<file path="config.mk">
export PLATFORM = sky130hd
export DESIGN_NAME = irq_arbiter_flat
export DESIGN_NICKNAME = d
export VERILOG_FILES = /design/src/rtl/irq_arbiter_if.sv /design/src/rtl/irq_arbiter.sv /design/src/flat_wrapper.sv
export SDC_FILE = /design/constraint.sdc
export NUM_CORES = 1
export LEC_CHECK = 0
export CORE_AREA = 10 10 47 49
export DETAILED_ROUTE_END_ITERATION = 10
export DIE_AREA = 0 0 57 59
export GPL_TIMING_DRIVEN = 0
export HOLD_SLACK_MARGIN = 0.02
export PLACE_DENSITY = 0.66
export SYNTH_ARGS = -nofsm -noshare
export SYNTH_HDL_FRONTEND = slang
export SYNTH_SLANG_ARGS = --single-unit
</file>
<file path="constraint.sdc">
create_clock -name clk -period 1.55 [get_ports clk]
set_clock_uncertainty 0.1 [all_clocks]
set_input_delay 0.31 -clock clk [delete_from_list [all_inputs] [get_ports clk]]
set_output_delay 0.31 -clock clk [all_outputs]
set_load 0.005 [all_outputs]
</file>
<file path="src/rtl/irq_arbiter_if.sv">
// irq_arbiter_if -- request/response bundle between interrupt sources and
// the VIC front-end arbiter.
//   nvIRQRequest               : non-vectored IRQ request (level)
//   vIRQRequest[15:0]          : vectored IRQ requests, bit i = source i (level)
//   wire_IRQArbiter_HandlerNum : registered index of winning vectored source
//   wire_IRQArbiter_IsnvIRQ    : registered flag, winner is the non-vectored line
//   wire_VICIRQRequest         : registered combined IRQ request to the core
// modport master : request side (drives requests, observes arbiter result)
// modport slave  : arbiter side
interface irq_arbiter_if;
  logic        nvIRQRequest;
  logic [15:0] vIRQRequest;
  logic [3:0]  wire_IRQArbiter_HandlerNum;
  logic        wire_IRQArbiter_IsnvIRQ;
  logic        wire_VICIRQRequest;

  modport master (
    output nvIRQRequest,
    output vIRQRequest,
    input  wire_IRQArbiter_HandlerNum,
    input  wire_IRQArbiter_IsnvIRQ,
    input  wire_VICIRQRequest
  );

  modport slave (
    input  nvIRQRequest,
    input  vIRQRequest,
    output wire_IRQArbiter_HandlerNum,
    output wire_IRQArbiter_IsnvIRQ,
    output wire_VICIRQRequest
  );
endinterface

</file>
<file path="src/rtl/irq_arbiter.sv">
// irq_arbiter -- fixed-priority interrupt arbiter in front of the VIC.
// Merges one non-vectored and 16 vectored IRQ lines into one core request,
// selects the winning vectored handler number and flags a non-vectored win.
// All outputs come straight from flip-flops (one cycle latency).
// Ports:
//   clk : system clock, rising edge
//   rst : synchronous active-high reset (clears all outputs)
//   bus : irq_arbiter_if.slave -- requests in, arbitration result out
// Parameter:
//   LOW_INDEX_FIRST : 1 = lowest vectored index wins, 0 = highest wins
module irq_arbiter #(
  parameter int unsigned LOW_INDEX_FIRST = 1
) (
  input  logic         clk,
  input  logic         rst,
  irq_arbiter_if.slave bus
);

  logic       w_any;
  logic [3:0] w_win;
  logic [3:0] r_handler_num;
  logic       r_is_nv;
  logic       r_request;

  assign w_any = bus.nvIRQRequest | (|bus.vIRQRequest);

  // Scan so that the preferred index is visited last and therefore overrides.
  always_comb begin
    w_win = '0;
    if (LOW_INDEX_FIRST != 0) begin
      for (int unsigned i = 16; i > 0; i--) begin
        if (bus.vIRQRequest[i-1]) w_win = 4'(i - 1);
      end
    end else begin
      for (int unsigned i = 0; i < 16; i++) begin
        if (bus.vIRQRequest[i]) w_win = 4'(i);
      end
    end
  end

  always_ff @(posedge clk) begin
    if (rst) begin
      r_handler_num <= '0;
      r_is_nv       <= 1'b0;
      r_request     <= 1'b0;
    end else begin
      r_request     <= w_any;
      r_is_nv       <= bus.nvIRQRequest;
      // Non-vectored line outranks every vectored source.
      r_handler_num <= bus.nvIRQRequest ? 4'h0 : w_win;
    end
  end

  assign bus.wire_IRQArbiter_HandlerNum = r_handler_num;
  assign bus.wire_IRQArbiter_IsnvIRQ    = r_is_nv;
  assign bus.wire_VICIRQRequest         = r_request;

endmodule

</file>
<file path="src/flat_wrapper.sv">
// flat-port wrapper written by rule: the top's interface ports become plain ports
module irq_arbiter_flat 
#(
  parameter int unsigned LOW_INDEX_FIRST = 1
)
  (clk, rst, bus_nvIRQRequest, bus_vIRQRequest, bus_wire_IRQArbiter_HandlerNum, bus_wire_IRQArbiter_IsnvIRQ, bus_wire_VICIRQRequest);
  irq_arbiter_if bus_i ();
  input  logic clk;
  input  logic rst;
  input wire logic [$bits(bus_i.nvIRQRequest)-1:0] bus_nvIRQRequest;
  input wire logic [$bits(bus_i.vIRQRequest)-1:0] bus_vIRQRequest;
  output wire logic [$bits(bus_i.wire_IRQArbiter_HandlerNum)-1:0] bus_wire_IRQArbiter_HandlerNum;
  output wire logic [$bits(bus_i.wire_IRQArbiter_IsnvIRQ)-1:0] bus_wire_IRQArbiter_IsnvIRQ;
  output wire logic [$bits(bus_i.wire_VICIRQRequest)-1:0] bus_wire_VICIRQRequest;
  assign bus_i.nvIRQRequest = bus_nvIRQRequest;
  assign bus_i.vIRQRequest = bus_vIRQRequest;
  assign bus_wire_IRQArbiter_HandlerNum = bus_i.wire_IRQArbiter_HandlerNum;
  assign bus_wire_IRQArbiter_IsnvIRQ = bus_i.wire_IRQArbiter_IsnvIRQ;
  assign bus_wire_VICIRQRequest = bus_i.wire_VICIRQRequest;
  irq_arbiter #(.LOW_INDEX_FIRST(LOW_INDEX_FIRST)) u_core (.clk(clk), .rst(rst), .bus(bus_i));
endmodule
</file>
==> flow_metrics.py <==
metrics = {
    "pwr": {
        "p_sw_w": 0.0000880,
        "p_sw_share_pct": 22.2,
        "combPwrFrac_pct": 24.9,
        "powerDensity_mw_per_mm2": 628,
        "leakagePower_nw": 0.250,
        "p_clk_share_pct": 34.5,
        "p_seq_share_pct": 40.6,
        "ir_drop_uv": 157,
        "p_int_w": 0.000309,
    },
    "placement": {
        "port_buffers": 24,
        "dp_hpwl_um": 923,
        "pre_cts_ws_ns": -0.573,
        "gp_congestion": 0.720,
        "dp_cells": 82,
    },
    "worst_setup_path": {
        "cp.required_ns": 1.57,
        "crit_arrival_ns": 1.52,
        "cp_top_family": "simple AND/OR/NAND/NOR gates",
        "crit_path_cell_trace": "clkdlybuf4s15_1 > nor2_2 > nand2_1 > or4_4 > o41a_1",
        "max_stage_delay_ns": 0.42,
        "cp_max_fo": 3,
        "cp-end-kind": "flip-flop",
        "startpoint_type": "input pin",
        "cpMaxStageDelayCell": "or4_4",
        "crit_buf_inv": 1,
        "critPathKind": "in -> reg",
    },
    "yosys": {
        "netlist_area_um2": 323,
        "ys_seq_elements": 6,
        "yosysSeqAreaShare_pct": 37.2,
        "yosysTopAreaCell": "dfxtp_1",
        "post_synth.cell_area_avg_um2": 7.69,
        "syn_nets": 61,
        "yosysWarningCount": 0,
        "synth.distinct_cells": 20,
        "synthTopCellsByArea": "dfxtp_1 37%, nor2_1 9.3%, nor4_1 5.8%",
        "netlist_instances": 42,
        "netlist.area_leader.share_pct": 37.2,
    },
    "grt": {
        "grt_pass1_wl_mm": 1.73,
        "grt_usage_pct": 6.38,
        "grt_pass1_vias": 450,
        "grt_max_degree": 6,
        "overflow": 0,
        "antenna_found_initial": 0,
    },
    "floorplan": {
        "fp-row-count": 14,
        "die_y_um": 59,
        "core_area_mm2": 0.00140,
        "start_util_pct": 23.0,
        "io_pins": 25,
        "die_area_mm2": 0.00336,
        "die_w_um": 57,
    },
    "drt": {
        "drcViolationCount": 0,
        "vias_per_cell": 4.70,
        "drt_iter0_markers": 5,
        "routed-via-count": 423,
        "first_pass_iters": 4,
        "totalWireLength_mm": 1.05,
        "drt.antenna.violating_nets": 0,
        "routedWlPerCell_um": 11.6,
    },
    "job": {
        "max-cap-violations": 0,
    },
    "sta": {
        "drv_slew": 0,
        "tightest_slew_ns": 0.371,
        "relSlewSlack_pct": 75.2,
        "period_share_pct": 96.9,
        "finalSetupViolCount": 0,
        "max_freq_ghz": 0.666,
        "rsz0062_at_grt": "false",
        "fin_crit_ns": 1.50,
        "fin_setup_tns_ns": 0,
        "holdWs_ns": 0.225,
        "timing.final.hold_violations": 0,
        "setup_ws_ns": 0.0488,
    },
    "final_layout": {
        "fillers": 164,
        "instances_no_fill": 90,
        "drive_gt1_share_pct": 21.6,
        "multi_input_area_um2": 198,
        "final-seq-area_um2": 120,
        "nNetsFinal": 95,
        "area_growth_pct": 95.7,
        "antenna_cells": 0,
    },
    "worst_hold_path": {
        "hp-start": "bus_vIRQRequest[3]",
        "hold_path_class": "in -> reg",
        "holdPathStages": 3,
        "holdPathEnd": "u_core.bus.wire_IRQArbiter_HandlerNum[0]$_SDFF_PP0_",
    },
    "cts": {
        "clk_pin_slew_worst_paths_ns": 0.04,
        "numCtsBuffers": 3,
        "cts_root_buffer": "clkbuf_4",
        "cts_buffer_depth": 2,
        "numClockSinks": 6,
        "htreeDepth": 1,
        "cts_tree": "done",
        "hold_buffers": 0,
    },
    "status": {
        "status": "complete, no violations",
    },
}
==> area by class of cell <==
cell class,instances,share of cell area (%)
Tap cell,16,3.17
Sequential cell,6,19.0
Clock buffer,3,3.56
Timing Repair Buffer,29,41.2
Inverter,3,1.78
Multi-Input combinational cell,33,31.3
==> what timing repair did <==
| action | CTS | global route |
|---|---|---|
| gates resized for setup | 9 | 10 |
| endpoints found under the hold margin | 0 | 0 |
| setup endpoints to repair | 3 | 2 |
| pin swaps | 3 | 7 |
| setup buffers | 4 | 1 |
==> how the worst max path moves through the flow <==
stage | start | depth (start not counted) | slack [ns] | endpoint
final | bus_vIRQRequest[6] | 5 | 0.05 | u_core.bus.wire_VICIRQRequest$_SDFF_PP0_
after global routing | bus_vIRQRequest[4] | 5 | 0.006 | u_core.bus.wire_VICIRQRequest$_SDFF_PP0_
after CTS | bus_vIRQRequest[5] | 5 | 0.007 | u_core.bus.wire_VICIRQRequest$_SDFF_PP0_
after detailed placement | bus_vIRQRequest[5] | 5 | -0.57 | u_core.bus.wire_VICIRQRequest$_SDFF_PP0_
after global placement | bus_vIRQRequest[5] | 5 | -0.58 | u_core.bus.wire_VICIRQRequest$_SDFF_PP0_
after floorplan | bus_vIRQRequest[3] | 3 | -0.03 | u_core.bus.wire_VICIRQRequest$_SDFF_PP0_
==> metrics by stage <==
stage	util, %	power [W]	area (um^2)
2_1_floorplan	-	0.000190	325
6_report	45.1	0.000397	632
4_1_cts	44.9	0.000403	629
3_3_place_gp	41.8	0.000260	586
3_5_place_dp	41.8	0.000261	586
5_1_grt	45.1	0.000426	632
==> Yosys cell counts, drive strengths merged <==
library cell,count
nor2,10
dfxtp,6
nand2,4
inv,3
nor4,3
a221oi,2
nor3,2
o21ai,2
a2111oi,1
a22oi,1
a31oi,1
nand2b,1
nor2b,1
o31ai,1
o41a,1
or2,1
or3,1
or4,1
==> kinds of logic (layout without fill, tap and decap cells) <==
logic type	count (synthesis)	in the layout	share of synthesized area (%)
buffers and inverters	3	35	3.49
flip-flops	6	6	37.2
AO/OA/AOI/OAI	9	9	21.3
AND/OR/NAND/NOR	24	24	38.0
==> tightest hold or removal path, stage by stage <==
cell and delay, ns:
clkbuf_2 0.09, a22oi_1 0.06, o21ai_1 0.07
==> sequential cells by signal (all words and copies together), names as in the netlist <==
signal	count
u_core.bus.wire_IRQArbiter_HandlerNum	4
u_core.bus.wire_IRQArbiter_IsnvIRQ	1
u_core.bus.wire_VICIRQRequest	1
==> routing by layer <==
| metal | vias to the layer above | GRT usage [%] | wire (um) |
|---|---|---|---|
| li1 | 221 | - | - |
| met1 | 180 | 5.64 | 424 |
| met2 | 20 | 10.9 | 484 |
| met3 | 2 | 3.22 | 129 |
| met4 | 0 | 5.03 | 8 |
| met5 | - | 0 | 0 |
==> placed cells by master, fill, tap and decap left out <==
| cell | count |
|---|---|
| o31ai_1 | 1 |
| o21ai_1 | 1 |
| dlygate4sd2_1 | 2 |
| nor2_1 | 7 |
| a2111oi_1 | 1 |
| a221oi_1 | 2 |
| buf_4 | 5 |
| a22oi_1 | 1 |
| dfxtp_1 | 6 |
| or4_4 | 1 |
| o41a_1 | 1 |
| nor2_2 | 3 |
| a31oi_1 | 1 |
| or2_4 | 1 |
| or3_1 | 1 |
| nor2b_1 | 1 |
| clkdlybuf4s50_1 | 16 |
| nor3_1 | 2 |
| inv_1 | 3 |
| o21ai_0 | 1 |
| clkbuf_4 | 3 |
| clkdlybuf4s15_1 | 3 |
| nand2b_1 | 1 |
| nand2_1 | 4 |
| clkbuf_2 | 3 |
| nor4_1 | 3 |
==> power groups by stage <==
stage | logic, W | clock network [W] | registers [W]
floorplan | 0.0000253 | 0 | 0.000165
global placement | 0.0000962 | 0 | 0.000164
detailed placement | 0.0000972 | 0 | 0.000164
CTS | 0.0000979 | 0.000144 | 0.000161
global route | 0.000108 | 0.000157 | 0.000161
finish | 0.0000988 | 0.000137 | 0.000161
Note: power is estimated with default switching activity, not from simulation.
==> patch, RTL diff (same flow settings) <==
`LOW_INDEX_FIRST` is set to 1 in 2 places; all go to 0. Comments in the files are not updated.
--- a/src/rtl/irq_arbiter.sv
+++ b/src/rtl/irq_arbiter.sv
@@ -11,3 +11,3 @@
 module irq_arbiter #(
-  parameter int unsigned LOW_INDEX_FIRST = 1
+  parameter int unsigned LOW_INDEX_FIRST = 0
 ) (
--- a/src/flat_wrapper.sv
+++ b/src/flat_wrapper.sv
@@ -3,3 +3,3 @@
 #(
-  parameter int unsigned LOW_INDEX_FIRST = 1
+  parameter int unsigned LOW_INDEX_FIRST = 0
 )
Behaviour: not the same (Yosys sat finds a counterexample within 4 cycles, from zero or initial values and one cycle with rst high).
==> patch against the unedited design <==
Total power grew 1.5%; fmax grew 4.4%; synthesized area shrank 6.2%; design area shrank 7.3%; final cell count shrank 11%; worst setup slack gained 0.063 ns; sequential cell count is the same; sequential share of layout area grew 1.5 points; critical path depth shrank 4; routed wire length shrank 8.9%.
==> patch: results (changes against the unedited design) <==
| Metric | Value |
|---|---|
| TritonRoute pass-1 iters | `2 (-2)` |
| RD Place Congestion | `0.698 (-3.1%)` |
| Critical path depth | `1 (-4)` |
| Count of cell types in the netlist | `19 (-5.0%)` |
| All-layer global routing usage | `6.07% (-0.30 points)` |
| Number of global-route vias before repair | `391 (-13%)` |
| Synth top area cells | `dfxtp_1 40%, nor3_1 6.6%, a21oi_1 5.0%` |
| Post CTS Setup Buffer Count | `0 (-4)` |
| First-pass GRT wire length | `1.64 mm (-5.1%)` |
| Commonest cells post-synth | `6 x dfxtp_1, 4 x nor2_1, 4 x nor3_1, 3 x a21oi_1, 3 x inv_1` |
| DR vias/cell | `4.68 (-0.53%)` |
| Drt first-iter violations | `6 (+1)` |
| Delay-heaviest family, CP | `buffers and inverters` |
| Worst-margin pin slew | `0.390 ns (+0.0190 ns)` |
| Largest net degree at the start of global routing | `8 (+2)` |
| Post_cts resized | `0 (-9)` |
| Syn Nets | `56 (-8.2%)` |
| Diode count | `0 (unchanged)` |
| Crit path largest cell delay | `0.49 ns (+0.07 ns)` |
| Sequential area share after synthesis | `39.7% (+2.5 points)` |
| Nets | `85 (-11%)` |
| Worst hold stages | `2 (-1)` |
| Fill cell count | `157 (-4.3%)` |
| Worst IR Drop VDD | `0.000196 V (+25%)` |
| CP Max Fanout | `1 (-2)` |
| Place WS | `-0.126 ns (+0.447 ns)` |
| Fraction of layout cells with a size suffix above 1 | `7.81% (-14 points)` |
| Status | `completed` |
==> patch: metal layers <==
metal | GRT usage, % | vias up | part of all wire (%)
met2 | 8.68 | 15 | 48
met4 | 3.02 | 0 | 0
met5 | 0 | - | 0
li1 | - | 198 | -
met3 | 5.15 | 0 | 15
met1 | 6.12 | 161 | 37
==> patch: final timing paths <==
kind / startpoint / endpoint / slack, ns
setup / recovery: u_core.bus.wire_IRQArbiter_HandlerNum[2]$_SDFF_PP0_ / bus_wire_IRQArbiter_HandlerNum[2] / 0.11
hold / removal: rst / u_core.bus.wire_IRQArbiter_IsnvIRQ$_SDFF_PP0_ / 0.67
==> patch: power breakdown <==
part	switching, mW	internal, mW	leakage (nW)
clock network	0.0475	0.0870	0.0138
logic	0.0361	0.0665	0.152
registers	0.00184	0.164	0.0500
==> patch: layout make-up <==
class                   count  area, um2  share of cell area [%]
well taps                  16       20.0                    3.42
clock buffers               3       22.5                    3.85
repair buffers             24        240                    41.0
flip-flops and latches      6        120                    20.5
multi-input cells          28        171                    29.3
inverters                   3       11.3                    1.92
==> patch: through the flow <==
stage	setup TNS [ns]	hold WS [ns]	total power, mW	instances	area, um2
2_1_floorplan	0	0.282	0.191	37	303
3_3_place_gp	-0.273	0.906	0.270	77	563
3_5_place_dp	-0.295	0.917	0.271	77	563
4_1_cts	0	0.670	0.410	80	586
5_1_grt	0	0.709	0.432	80	586
6_report	0	0.674	0.403	80	586
==> patch: kinds of logic (layout without fill, tap and decap cells) <==
group | count (synthesis) | count (layout) | synth area share [%]
flops | 6 | 6 | 39.7
simple gates | 17 | 17 | 31.8
compound gates | 11 | 11 | 24.8
buf+inv | 3 | 30 | 3.72
